File: src/rtl/port_bridge_pkg.sv
// Shared port-bridge definitions: buffer-window layout, window command bundle and the
// system port-id map mirrored by the firmware headers.
package port_bridge_pkg;

    localparam logic [1:0] WIN_RDATA = 2'd0;
    localparam logic [1:0] WIN_RPTR  = 2'd1;
    localparam logic [1:0] WIN_WPTR  = 2'd2;
    localparam logic [1:0] WIN_WDATA = 2'd3;

    localparam logic [7:0] PORT_GPIO_LED  = 8'd6;
    localparam logic [7:0] PORT_RF_SYNTH  = 8'd12;
    localparam logic [7:0] PORT_RF_MODE   = 8'd31;
    localparam logic [7:0] PORT_ETH_TX_GO = 8'd34;
    localparam logic [7:0] PORT_BUF_BASE  = 8'd48;

    typedef struct packed {
        logic rptr_ld;
        logic wptr_ld;
        logic wdata_wr;
    } win_cmd_t;

    function automatic win_cmd_t win_cmd_decode(input logic wr, input logic hit, input logic [1:0] sel);
        win_cmd_t cmd;
        cmd.rptr_ld  = wr & hit & (sel == WIN_RPTR);
        cmd.wptr_ld  = wr & hit & (sel == WIN_WPTR);
        cmd.wdata_wr = wr & hit & (sel == WIN_WDATA);
        return cmd;
    endfunction

endpackage

File: src/rtl/port_bridge_regs_buf_window_ctl.sv
// Buffer-window pointer control: read/write pointers into the packet RAM, write-enable pulse,
// and the post-read auto-increment taken on the falling edge of an RDATA read strobe.
module buf_window_ctl
    import port_bridge_pkg::*;
#(
    parameter int DATA_W = 8,
    parameter int BUF_AW = 6
) (
    input  logic              clk,
    input  logic              reset,
    input  win_cmd_t          cmd,
    input  logic [DATA_W-1:0] wr_data,
    input  logic              read_strobe,
    input  logic              rdata_hit,
    output logic [BUF_AW-1:0] buf_raddr,
    output logic [BUF_AW-1:0] buf_waddr,
    output logic [DATA_W-1:0] buf_wdata,
    output logic              buf_we
);

    localparam logic [BUF_AW-1:0] PTR_ONE = BUF_AW'(1);

    logic              rd_strobe_r;
    logic              rd_fall_s;
    logic [BUF_AW-1:0] ptr_load_s;

    assign ptr_load_s = wr_data[BUF_AW-1:0];
    // The RDATA qualifier is remembered so a pointer write may share the falling-edge cycle.
    assign rd_fall_s  = rd_strobe_r & ~read_strobe;

    // Track whether the previous cycle carried a read strobe aimed at RDATA.
    always_ff @(posedge clk or negedge reset) begin
        if (!reset) begin
            rd_strobe_r <= 1'b0;
        end else begin
            rd_strobe_r <= read_strobe & rdata_hit;
        end
    end

    // Read pointer: an explicit load beats the post-read increment.
    always_ff @(posedge clk or negedge reset) begin
        if (!reset) begin
            buf_raddr <= {BUF_AW{1'b0}};
        end else if (cmd.rptr_ld) begin
            buf_raddr <= ptr_load_s;
        end else if (rd_fall_s) begin
            buf_raddr <= buf_raddr + PTR_ONE;
        end
    end

    // Write pointer: advances the cycle after each RAM write strobe.
    always_ff @(posedge clk or negedge reset) begin
        if (!reset) begin
            buf_waddr <= {BUF_AW{1'b0}};
        end else if (cmd.wptr_ld) begin
            buf_waddr <= ptr_load_s;
        end else if (buf_we) begin
            buf_waddr <= buf_waddr + PTR_ONE;
        end
    end

    // Single-cycle RAM write strobe with its captured data byte.
    always_ff @(posedge clk or negedge reset) begin
        if (!reset) begin
            buf_we    <= 1'b0;
            buf_wdata <= {DATA_W{1'b0}};
        end else begin
            buf_we <= cmd.wdata_wr;
            if (cmd.wdata_wr) begin
                buf_wdata <= wr_data;
            end
        end
    end

endmodule

File: src/rtl/port_bridge_regs.sv
// Housekeeping port bank between the CPU port bus and board logic: output register bank with
// per-port reset values and pulse registers, registered read mux, and the packet-buffer window.
module port_bridge_regs
    import port_bridge_pkg::*;
#(
    parameter int                      DATA_W     = 8,
    parameter int                      ADDR_W     = 8,
    parameter int                      N_OUT      = 48,
    parameter int                      N_IN       = 64,
    parameter logic [N_OUT-1:0]        OUT_MASK   = {N_OUT{1'b1}},
    parameter logic [N_IN-1:0]         IN_MASK    = {N_IN{1'b1}},
    parameter logic [N_OUT-1:0]        PULSE_MASK = {N_OUT{1'b0}},
    parameter logic [N_OUT*DATA_W-1:0] OUT_RESET  = {(N_OUT*DATA_W){1'b0}},
    parameter logic [ADDR_W-1:0]       BUF_BASE   = ADDR_W'(48),
    parameter int                      BUF_AW     = 6
) (
    input  logic                    clk,
    input  logic                    reset,
    input  logic [ADDR_W-1:0]       port_id,
    input  logic                    write_strobe,
    input  logic [DATA_W-1:0]       out_port,
    input  logic                    read_strobe,
    output logic [DATA_W-1:0]       in_port,
    output logic [N_OUT*DATA_W-1:0] out_regs,
    input  logic [N_IN*DATA_W-1:0]  in_ports,
    output logic [BUF_AW-1:0]       buf_raddr,
    input  logic [DATA_W-1:0]       buf_rdata,
    output logic [BUF_AW-1:0]       buf_waddr,
    output logic [DATA_W-1:0]       buf_wdata,
    output logic                    buf_we
);

    logic [ADDR_W-1:0] win_off_s;
    logic              win_hit_s;
    logic [1:0]        win_sel_s;
    win_cmd_t          win_cmd_s;
    logic              rdata_hit_s;
    logic [DATA_W-1:0] in_vals_s [N_IN];
    logic [DATA_W-1:0] in_sel_s;
    logic [DATA_W-1:0] rd_data_s;

    // Unsigned offset from the window base: ids below the base wrap far above 3.
    assign win_off_s   = port_id - BUF_BASE;
    assign win_hit_s   = (win_off_s[ADDR_W-1:2] == {(ADDR_W-2){1'b0}});
    assign win_sel_s   = win_off_s[1:0];
    assign win_cmd_s   = win_cmd_decode(write_strobe, win_hit_s, win_sel_s);
    assign rdata_hit_s = win_hit_s & (win_sel_s == WIN_RDATA);

    for (genvar i = 0; i < N_OUT; i++) begin : g_out
        if (OUT_MASK[i]) begin : g_impl
            logic [DATA_W-1:0] reg_r;
            logic              wr_hit_s;

            assign wr_hit_s = write_strobe & ~win_hit_s & (port_id == ADDR_W'(i));

            // Output register; pulse ports fall back to their reset slice unless rewritten.
            always_ff @(posedge clk or negedge reset) begin
                if (!reset) begin
                    reg_r <= OUT_RESET[i*DATA_W +: DATA_W];
                end else if (wr_hit_s) begin
                    reg_r <= out_port;
                end else if (PULSE_MASK[i]) begin
                    reg_r <= OUT_RESET[i*DATA_W +: DATA_W];
                end
            end

            assign out_regs[i*DATA_W +: DATA_W] = reg_r;
        end else begin : g_tied
            assign out_regs[i*DATA_W +: DATA_W] = OUT_RESET[i*DATA_W +: DATA_W];
        end
    end

    for (genvar j = 0; j < N_IN; j++) begin : g_in
        assign in_vals_s[j] = IN_MASK[j] ? in_ports[j*DATA_W +: DATA_W] : {DATA_W{1'b1}};
    end

    // Input-port select; ids beyond the input range read as all-ones.
    always_comb begin
        in_sel_s = {DATA_W{1'b1}};
        for (int k = 0; k < N_IN; k++) begin
            in_sel_s = (port_id == ADDR_W'(k)) ? in_vals_s[k] : in_sel_s;
        end
    end

    // Read-data source: the buffer window shadows any register or input at the same id.
    always_comb begin
        rd_data_s = {DATA_W{1'b1}};
        if (win_hit_s) begin
            case (win_sel_s)
                WIN_RDATA: rd_data_s = buf_rdata;
                WIN_RPTR:  rd_data_s = DATA_W'(buf_raddr);
                WIN_WPTR:  rd_data_s = DATA_W'(buf_waddr);
                WIN_WDATA: rd_data_s = {DATA_W{1'b0}};
                default:   rd_data_s = {DATA_W{1'b1}};
            endcase
        end else begin
            rd_data_s = in_sel_s;
        end
    end

    // Registered read data, refreshed every cycle.
    always_ff @(posedge clk or negedge reset) begin
        if (!reset) begin
            in_port <= {DATA_W{1'b1}};
        end else begin
            in_port <= rd_data_s;
        end
    end

    buf_window_ctl #(
        .DATA_W (DATA_W),
        .BUF_AW (BUF_AW)
    ) u_buf_window_ctl (
        .clk         (clk),
        .reset       (reset),
        .cmd         (win_cmd_s),
        .wr_data     (out_port),
        .read_strobe (read_strobe),
        .rdata_hit   (rdata_hit_s),
        .buf_raddr   (buf_raddr),
        .buf_waddr   (buf_waddr),
        .buf_wdata   (buf_wdata),
        .buf_we      (buf_we)
    );

endmodule
File: config.mk
export PLATFORM = sky130hd
export DESIGN_NAME = port_bridge_regs
export DESIGN_NICKNAME = d
export VERILOG_FILES = /design/src/rtl/port_bridge_pkg.sv /design/src/rtl/port_bridge_regs_buf_window_ctl.sv /design/src/rtl/port_bridge_regs.sv
export SDC_FILE = /design/constraint.sdc
export NUM_CORES = 1
export LEC_CHECK = 0
export BUFFER_PORTS_ARGS = -buffer_cell sky130_fd_sc_hd__buf_4
export CORE_AREA = 2 2 374 376
export CTS_CLUSTER_SIZE = 8
export DETAILED_ROUTE_END_ITERATION = 16
export DIE_AREA = 0 0 376 378
export SKIP_CTS_REPAIR_TIMING = 1
export SLEW_MARGIN = 20
export SYNTH_ARGS = -nofsm -noshare
export SYNTH_HDL_FRONTEND = slang
export SYNTH_SLANG_ARGS = --single-unit
File: constraint.sdc
create_clock -name clk -period 2.3 [get_ports clk]
set_input_delay 0.46 -clock clk [delete_from_list [all_inputs] [get_ports clk]]
set_output_delay 0.46 -clock clk [all_outputs]
set_load 0.01 [all_outputs]
==> qor_table.md, run 1 <==
| Quantity | Value |
|---|---|
| Relative slew slack | 46.0% |
| Count of clock tree sinks | 414 |
| Cell at the root of the clock tree | clkbuf_16 |
| Clock edge transition at the registers on the reported setup and hold paths | 0.07 ns |
| Final hold slack | 0.0894 ns |
| Power density relative to cell area | 539 nW/um^2 |
| Clock Tree Buf Depth | 3 |
| Leading cell type in the layout, fill and taps excluded | buf_4 |
| H-Tree Depth | 2 |
| Port Buffer Count | 952 |
| Minimum clock period after layout | 2.33 ns |
| Floorplan die area | 142000 sq um |
| DPL Wire Length | 149000 um |
| Crit path DAT | 2.88 ns |
| Floorplan die height | 378 um |
| Starting density of the core | 16.1% |
| Cts bufs inserted | 59 |
| Number of antenna violations at the first check in global routing | 70 |
| Final clock skew | 0.0112 ns |
| Top library cells by usage in the layout, fill and taps aside | buf_4 (1394), dfrtp_1 (406), mux2_2 (405), o21ai_0 (105), nand2_1 (102) |
| Residual DRC | 0 |
| Mapped Area | 22300 sq um |
| Register bit count reported by yosys | 414 |
| Width of the die | 376 um |
| Count of distinct cell types in the synthesized netlist | 88 |
| Layout cell share with drive strength beyond 1 | 60.9% |
| Post-Syn Area per Cell | 11.2 sq um |
| Type of the tightest min-delay check | primary input to register |
| Number of endpoints with negative hold slack in the final report | 0 |
| Source of the worst register-to-register timing path | u_buf_window_ctl.buf_raddr[3] |
| Setup-failing EPs final | 1 |
| Peak ir drop on the vdd network | 0.000675 V |
| Leading area contributor after synthesis | dfrtp_1 |
| Number of maximum-capacitance violations | 0 |
| Yosys Warn Count | 0 |
| Core region area | 139000 sq um |
| Total length of routed wires | 178000 um |
| Synth Net Count | 2544 |
| Number of vias after detailed routing | 24552 |
| DRT iter0 DRCs | 1885 |
| Measured slew at the worst slew-check pin | 0.810 ns |
| Area contributors post-synth | dfrtp_1 (45%), mux2_2 (20%), mux2i_1 (2.6%) |
| Drt via density | 4.70 |
| TritonCTS clock tree | yes |
| WP data required | 2.85 ns |
| Std-Cell Rows | 137 |
| Count of filler cells inserted in the layout | 14734 |
| Critical path startpoint | port_id[3] |
| Portion of synthesized cell area occupied by the leading cell type | 45.5% |
| Final layout net count | 3919 |
| Post-route ant nets | 0 |
| Sequential area share after synthesis | 46.4% |
| Count of pins on the block boundary | 953 |
| Routability cong. | 1.01 |
| Maximum number of pins on one net before global-route repair | 62 |
| Critical path launch point type | primary input |
| Maximum clock frequency | 430 MHz |
| Status | complete, but fails checks |
| Sequential cell area | 10400 sq um |
| First-pass GRT wire length | 230000 um |
| Vias in the first global route | 25092 |
| Number of synthesized flops with an enable pin | 0 |
| Predominant post-synthesis flop cell | dfrtp_1 |
| Count of final max-slew check failures | 0 |
| Final routed wire length divided by cell count | 34.2 um |
| Path type of the worst setup path | primary input to register |
| Area taken by multi-input logic gates | 11400 sq um |
| Total Neg Setup Slack | -0.0260 ns |
| Overall power of the completed layout | 0.0205 W |
| Final worst-path cycle share | 101% |
| Sum of overflow across all layers after global routing | 0 |
| Violated checks | negative setup slack |
| Async S/R FF share, synth | 100% |
| Gr usage total | 23.9% |
| Static leakage | 18.8 nW |
| Synth Instances | 2002 |
| Synth-to-Final Area Change | 70.4% |
| Insertion delay of the later-clocked pin in the worst-skew pair | 0.63 ns |
| Type of element capturing the critical path | register |
| Worst-case setup margin in the final layout | -0.0260 ns |
| Number of search-and-repair iterations in the first detailed-routing pass | 7 |
| Critical path fanouts, max | 16 |
| Origin of the worst min-delay path | read_strobe |
[logic make-up (layout without fill, tap and decap cells)]
family | count (synthesis) | in the layout | share of synthesized area (%)
buffers and inverters | 183 | 1575 | 4.02
XOR/XNOR | 10 | 10 | 0.392
AO/OA/AOI/OAI | 534 | 534 | 16.1
multiplexers | 469 | 469 | 23.6
other | 0 | 22 | 0
adder cells (fa/ha/maj) | 2 | 2 | 0.112
flip-flops | 414 | 414 | 46.4
AND/OR/NAND/NOR | 390 | 390 | 9.28
[final cells by class]
cell class / count / area share [%]
clock buffer: 71 / 4.03
multi-input combinational: 1405 / 30.0
sequential: 414 / 27.3
inverter: 9 / 0.0987
clock inverter: 7 / 0.263
timing repair buffer: 1488 / 32.3
antenna: 22 / 0.145
tap: 1807 / 5.94
[critical path, stage by stage]
cell and delay, ns:
buf_6 0.14, buf_4 0.16, and4b_2 0.23, buf_6 0.14
a222oi_1 0.66, buf_4 0.24, a31oi_4 0.08, or4b_4 0.55
o21ai_4 0.10, o31ai_1 0.09
[synth_stat cells (7+ instances only)]
library cell	n
nand2_1	120
mux2i_1	58
dfstp_2	8
o211ai_1	23
buf_2	45
dfrtp_1	406
nand2b_1	17
o311ai_0	9
mux2_2	405
o21a_1	7
a211oi_1	25
o31ai_1	9
buf_6	8
o22ai_1	42
a311oi_1	7
a222oi_1	7
a31oi_1	21
a2111oi_0	12
a21o_1	8
a21oi_1	103
nand3_1	24
nor2_1	97
a22o_1	8
a221oi_1	21
o21ai_0	110
a211o_1	9
buf_1	7
o221ai_1	20
clkbuf_1	88
o32ai_1	7
nand4_1	9
nor3_1	19
inv_1	7
buf_4	25
a22oi_1	34
nor2b_1	29
[worst paths after layout]
kind	end	slack, ns	depth (start not counted)
setup reg to reg	in_port[3]	0.30	8
hold / removal	u_buf_window_ctl.rd_strobe_r	0.09	2
max in group asynchronous	in_port[7]	1.06	3
setup / recovery	in_port[3]	-0.03	10
hold reg to reg	g_out[29].g_impl.reg_r[5]	0.50	1
min in group asynchronous	u_buf_window_ctl.buf_raddr[1]	0.40	2
[power breakdown]
group	internal [W]	switching (W)	total, W
clock network	0.00471	0.00330	0.00801
registers	0.00768	0.000241	0.00792
logic	0.00218	0.00241	0.00459
[routing by layer]
metal	global-route usage, %	up-vias	wire (um)	share of wire [%]
li1	-	10337	-	-
met4	12.0	62	9990	5.6
met3	7.71	395	16600	9.3
met5	0	-	381	0.21
met2	41.0	1379	86400	48
met1	26.7	12379	65100	36
[state kept, by name, summed over array words and instances (netlist names)]
name	cells
g_out.g_impl.reg_r	384
u_buf_window_ctl.buf_we	1
u_buf_window_ctl.rd_strobe_r	1
u_buf_window_ctl.buf_wdata	8
u_buf_window_ctl.buf_waddr	6
u_buf_window_ctl.buf_raddr	6
in_port	8
[metrics by stage]
| stage | utilization (%) | std cells | setup WS [ns] | cell area [sq um] |
|---|---|---|---|---|
| global placement | 26.0 | 5111 | -1.07 | 36000 |
| detailed placement | 26.0 | 5111 | -1.05 | 36000 |
| CTS | 27.2 | 5189 | -0.375 | 37600 |
| finish | 27.5 | 5223 | -0.0260 | 38000 |
| global route | 27.5 | 5220 | -0.0638 | 38000 |
| floorplan | - | 2002 | -0.0222 | 22400 |
Note: power is estimated with default switching activity, not from simulation.
==> run 2, diff against run 1 <==
--- a/config.mk
+++ b/config.mk
@@ -5,11 +5,12 @@
 export SDC_FILE = /design/constraint.sdc
 export NUM_CORES = 1
 export LEC_CHECK = 0
+export ABC_AREA = 1
 export BUFFER_PORTS_ARGS = -buffer_cell sky130_fd_sc_hd__buf_4
-export CORE_AREA = 2 2 374 376
+export CORE_AREA = 2 2 369 371
 export CTS_CLUSTER_SIZE = 8
 export DETAILED_ROUTE_END_ITERATION = 16
-export DIE_AREA = 0 0 376 378
+export DIE_AREA = 0 0 371 373
 export SKIP_CTS_REPAIR_TIMING = 1
 export SLEW_MARGIN = 20
 export SYNTH_ARGS = -nofsm -noshare
==> run 2 against run 1 <==
  * Largest cell class unchanged
  * Area after synthesis down 8.4%
  * Highest routed layer unchanged
  * The run still ends with negative setup slack left
  * Non-clock buffer count down 188
  * Core utilization down 1.2 points
  * First-iteration DRC count down 19%
==> qor_table.md, run 2 <==
| Quantity | Value | Change |
|---|---|---|
| Final hold slack | 0.0407 ns | -0.0488 ns |
| Floorplan die height | 373 um | -1.3% |
| Predominant post-synthesis flop cell | dfrtp_1 |  |
| Final routed wire length divided by cell count | 23.3 um | -32% |
| Residual DRC | 0 | unchanged |
| Number of antenna violations at the first check in global routing | 20 | -71% |
| Register with the most flip-flops | g_out.g_impl.reg_r |  |
| Total length of routed wires | 136000 um | -24% |
| Number of maximum-capacitance violations | 0 | unchanged |
| Crit path DAT | 5.48 ns | +2.60 ns |
| First-pass GRT wire length | 182000 um | -21% |
| Commonest cells in the synthesized netlist | nand2_1 (710), nor2_1 (591), dfrtp_1 (406), a21oi_1 (284), o21ai_0 (212) |  |
| Hold worst-path end | in_port[6] |  |
| Post-route ant nets | 0 | unchanged |
| H-Tree Depth | 2 | unchanged |
| Leading area contributor after synthesis | dfrtp_1 |  |
| Floorplan die area | 138000 sq um | -2.6% |
| Async S/R FF share, synth | 100% | unchanged |
| Minimum clock period after layout | 4.90 ns | +2.58 ns |
| Clock Tree Buf Depth | 3 | unchanged |
| Layout cell share with drive strength beyond 1 | 41.6% | -19 points |
| Critical path launch point type | primary input |  |
| Core region area | 135000 sq um | -2.8% |
| Type of the tightest min-delay check | primary input to register |  |
| Post-Syn Area per Cell | 7.38 sq um | -34% |
| CP most frequent cell | nand2_1 |  |
| Drt via density | 4.16 | -11% |
| Yosys Warn Count | 0 | unchanged |
| Worst hold path stage count | 3 | +1 |
| Starting density of the core | 15.2% | -0.93 points |
| Sequential area share after synthesis | 50.7% | +4.3 points |
| WP data required | 2.88 ns | +0.03 ns |
| Path type of the worst setup path | primary input to register |  |
| Largest registers | g_out.g_impl.reg_r (384), in_port (8), u_buf_window_ctl.buf_wdata (8) |  |
| Count of final max-slew check failures | 0 | unchanged |
| Worst reg-to-reg path cell count | 5 | -3 |
| Type of element capturing the critical path | register |  |
| Worst-case setup margin in the final layout | -2.60 ns | -2.58 ns |
| Insertion delay of the later-clocked pin in the worst-skew pair | 0.65 ns | +0.02 ns |
| Maximum number of pins on one net before global-route repair | 83 | +34% |
| Clock edge transition at the registers on the reported setup and hold paths | 0.05 ns | -0.02 ns |
| Routability cong. | 0.997 | -1.6% |
| Gr usage total | 18.7% | -5.2 points |
| Origin of the worst min-delay path | buf_rdata[6] |  |
| Peak ir drop on the vdd network | 0.000632 V | -6.4% |
| Reg2reg end | u_buf_window_ctl.buf_waddr[5] |  |
| Maximum clock frequency | 204 MHz | -53% |
| Std-Cell Rows | 135 | -1.5% |
| DRT iter0 DRCs | 1529 | -19% |
| Static leakage | 17.7 nW | -6.1% |
| Status | complete, but fails checks |  |
| Top library cells by usage in the layout, fill and taps aside | buf_4 (1214), nand2_1 (607), nor2_1 (564), dfrtp_1 (406), a21oi_1 (274) |  |
| Count of filler cells inserted in the layout | 14823 | +0.60% |
| Final clock skew | 0.00988 ns | -0.00127 ns |
| Leading cell type in the layout, fill and taps excluded | buf_4 |  |
| Port Buffer Count | 952 | unchanged |
| Library cell with the highest instance count after synthesis | nand2_1 |  |
| Cell at the root of the clock tree | clkbuf_16 |  |
| Source of the worst register-to-register timing path | u_buf_window_ctl.buf_waddr[0] |  |
| Violated checks | negative setup slack |  |
| Buf/Inv on CP | 6 | +2 |
| Synth-to-Final Area Change | 72.8% |  |
| Cts bufs inserted | 59 | unchanged |
| Final cell count without fillers | 5834 | +12% |
| Number of search-and-repair iterations in the first detailed-routing pass | 7 | unchanged |
| Final layout net count | 4568 | +17% |
| Synth Net Count | 3314 | +30% |
| Synth Instances | 2772 | +38% |
| Number of endpoints with negative hold slack in the final report | 0 | unchanged |
| Longest individual stage delay on the worst path | 0.18 ns | -0.48 ns |
| Setup repair after global routing missed its margin | yes |  |
| Count of pins on the block boundary | 953 | unchanged |
| Register bit count reported by yosys | 414 | unchanged |
| Number of synthesized flops with an enable pin | 0 | unchanged |
| Measured slew at the worst slew-check pin | 0.627 ns | -0.184 ns |
| Portion of synthesized cell area occupied by the leading cell type | 49.7% | +4.2 points |
| Width of the die | 371 um | -1.3% |
| Final worst-path cycle share | 213% | +110 points |
| Number of vias after detailed routing | 24290 | -1.1% |
| Critical path fanouts, max | 6 | -10 |
| Mapped Area | 20400 sq um | -8.4% |
| Overall power of the completed layout | 0.0202 W | -1.7% |
| Count of distinct cell types in the synthesized netlist | 33 | -63% |
| Crit-path slowest cell | buf_12 |  |
| Count of clock tree sinks | 414 | unchanged |
| Sum of overflow across all layers after global routing | 0 | unchanged |
| DPL Wire Length | 111000 um | -26% |
| Kind of cell adding the most delay to the critical path | simple AND/OR/NAND/NOR gates |  |
| Number of flip-flops under the largest register name | 384 | unchanged |
| Relative slew slack | 58.2% | +12 points |
| Total instance count after detailed placement | 5718 | +12% |
| Flop-to-flop setup slack | 0.98 ns | +0.68 ns |
| TritonCTS clock tree | yes |  |
| Power density relative to cell area | 571 nW/um^2 | +5.9% |
| Setup-failing EPs final | 16 | +15 |
| Area contributors post-synth | dfrtp_1 (50%), nand2_1 (13%), nor2_1 (11%) |  |
| Vias in the first global route | 23831 | -5.0% |
==> run 2: changes by cell type after synthesis, sizes merged, moves of 58 or more <==
cell and delta:
o21ai +103, mux2 -405, nand2 +595, buf -83
or2 +85, nor2 +501, mux2i -58, inv +208
a21oi +181
==> run 2: metal layers <==
layer	track usage [%]	part of all wire (%)	vias up
met5	0	0.0096	-
met4	5.60	3.0	2
met3	3.25	6.4	189
met2	31.6	49	1086
met1	24.2	42	11739
li1	-	-	11274
==> run 2: how the worst max path moves through the flow <==
stage,start,to,cells after the start
after global routing,port_id[6],in_port[7],65
after floorplan,port_id[7],in_port[2],59
final,port_id[5],in_port[4],63
after CTS,port_id[7],in_port[7],65
after global placement,port_id[7],in_port[7],65
after detailed placement,port_id[7],in_port[7],65
==> run 2: through the flow <==
stage / TNS, ns / util [%] / setup WS [ns] / area, sq um
6_report: -18.79 / 26.3 / -2.60 / 35300
5_1_grt: -22.64 / 26.2 / -2.95 / 35300
3_5_place_dp: -248.10 / 24.3 / -3.52 / 32700
3_3_place_gp: -231.26 / 24.3 / -3.53 / 32700
4_1_cts: -28.05 / 25.5 / -2.84 / 34300
2_1_floorplan: -11.77 / - / -1.29 / 20600
==> run 2: power by group <==
| part | total (W) | switching (W) | internal (W) |
|---|---|---|---|
| Sequential | 0.00816 | 0.000322 | 0.00784 |
| Combinational | 0.00387 | 0.00203 | 0.00184 |
| Clock | 0.00815 | 0.00343 | 0.00472 |
==> run 2: kinds of logic (layout without fill, tap and decap cells) <==
kind of cell	after synthesis	after routing	synth area share, %
buffers and inverters	327	1595	6.06
AOI/OAI and AO/OA	522	522	13.1
and+or+nand+nor	1499	1499	29.7
other	0	13	0
adders and majority gates	2	2	0.122
DFF	414	414	50.7
xor gates and xnor gates	8	8	0.343
==> run 2: layout make-up <==
type / instances / area [sq um] / area share (%)
clock inverters: 5 / 92.6 / 0.262
repair buffers: 1300 / 10600 / 30.0
clock buffers: 70 / 1570 / 4.44
diodes: 13 / 32.5 / 0.0921
multi-input cells: 2031 / 9570 / 27.1
inverters: 220 / 867 / 2.45
flip-flops and latches: 414 / 10400 / 29.3
well taps: 1781 / 2230 / 6.31
==> run 2: tightest hold or removal path: cells and delay by family <==
kind,cells,cell delay (ns)
and+or+nand+nor,2,0.11
buffers and inverters,1,0.08
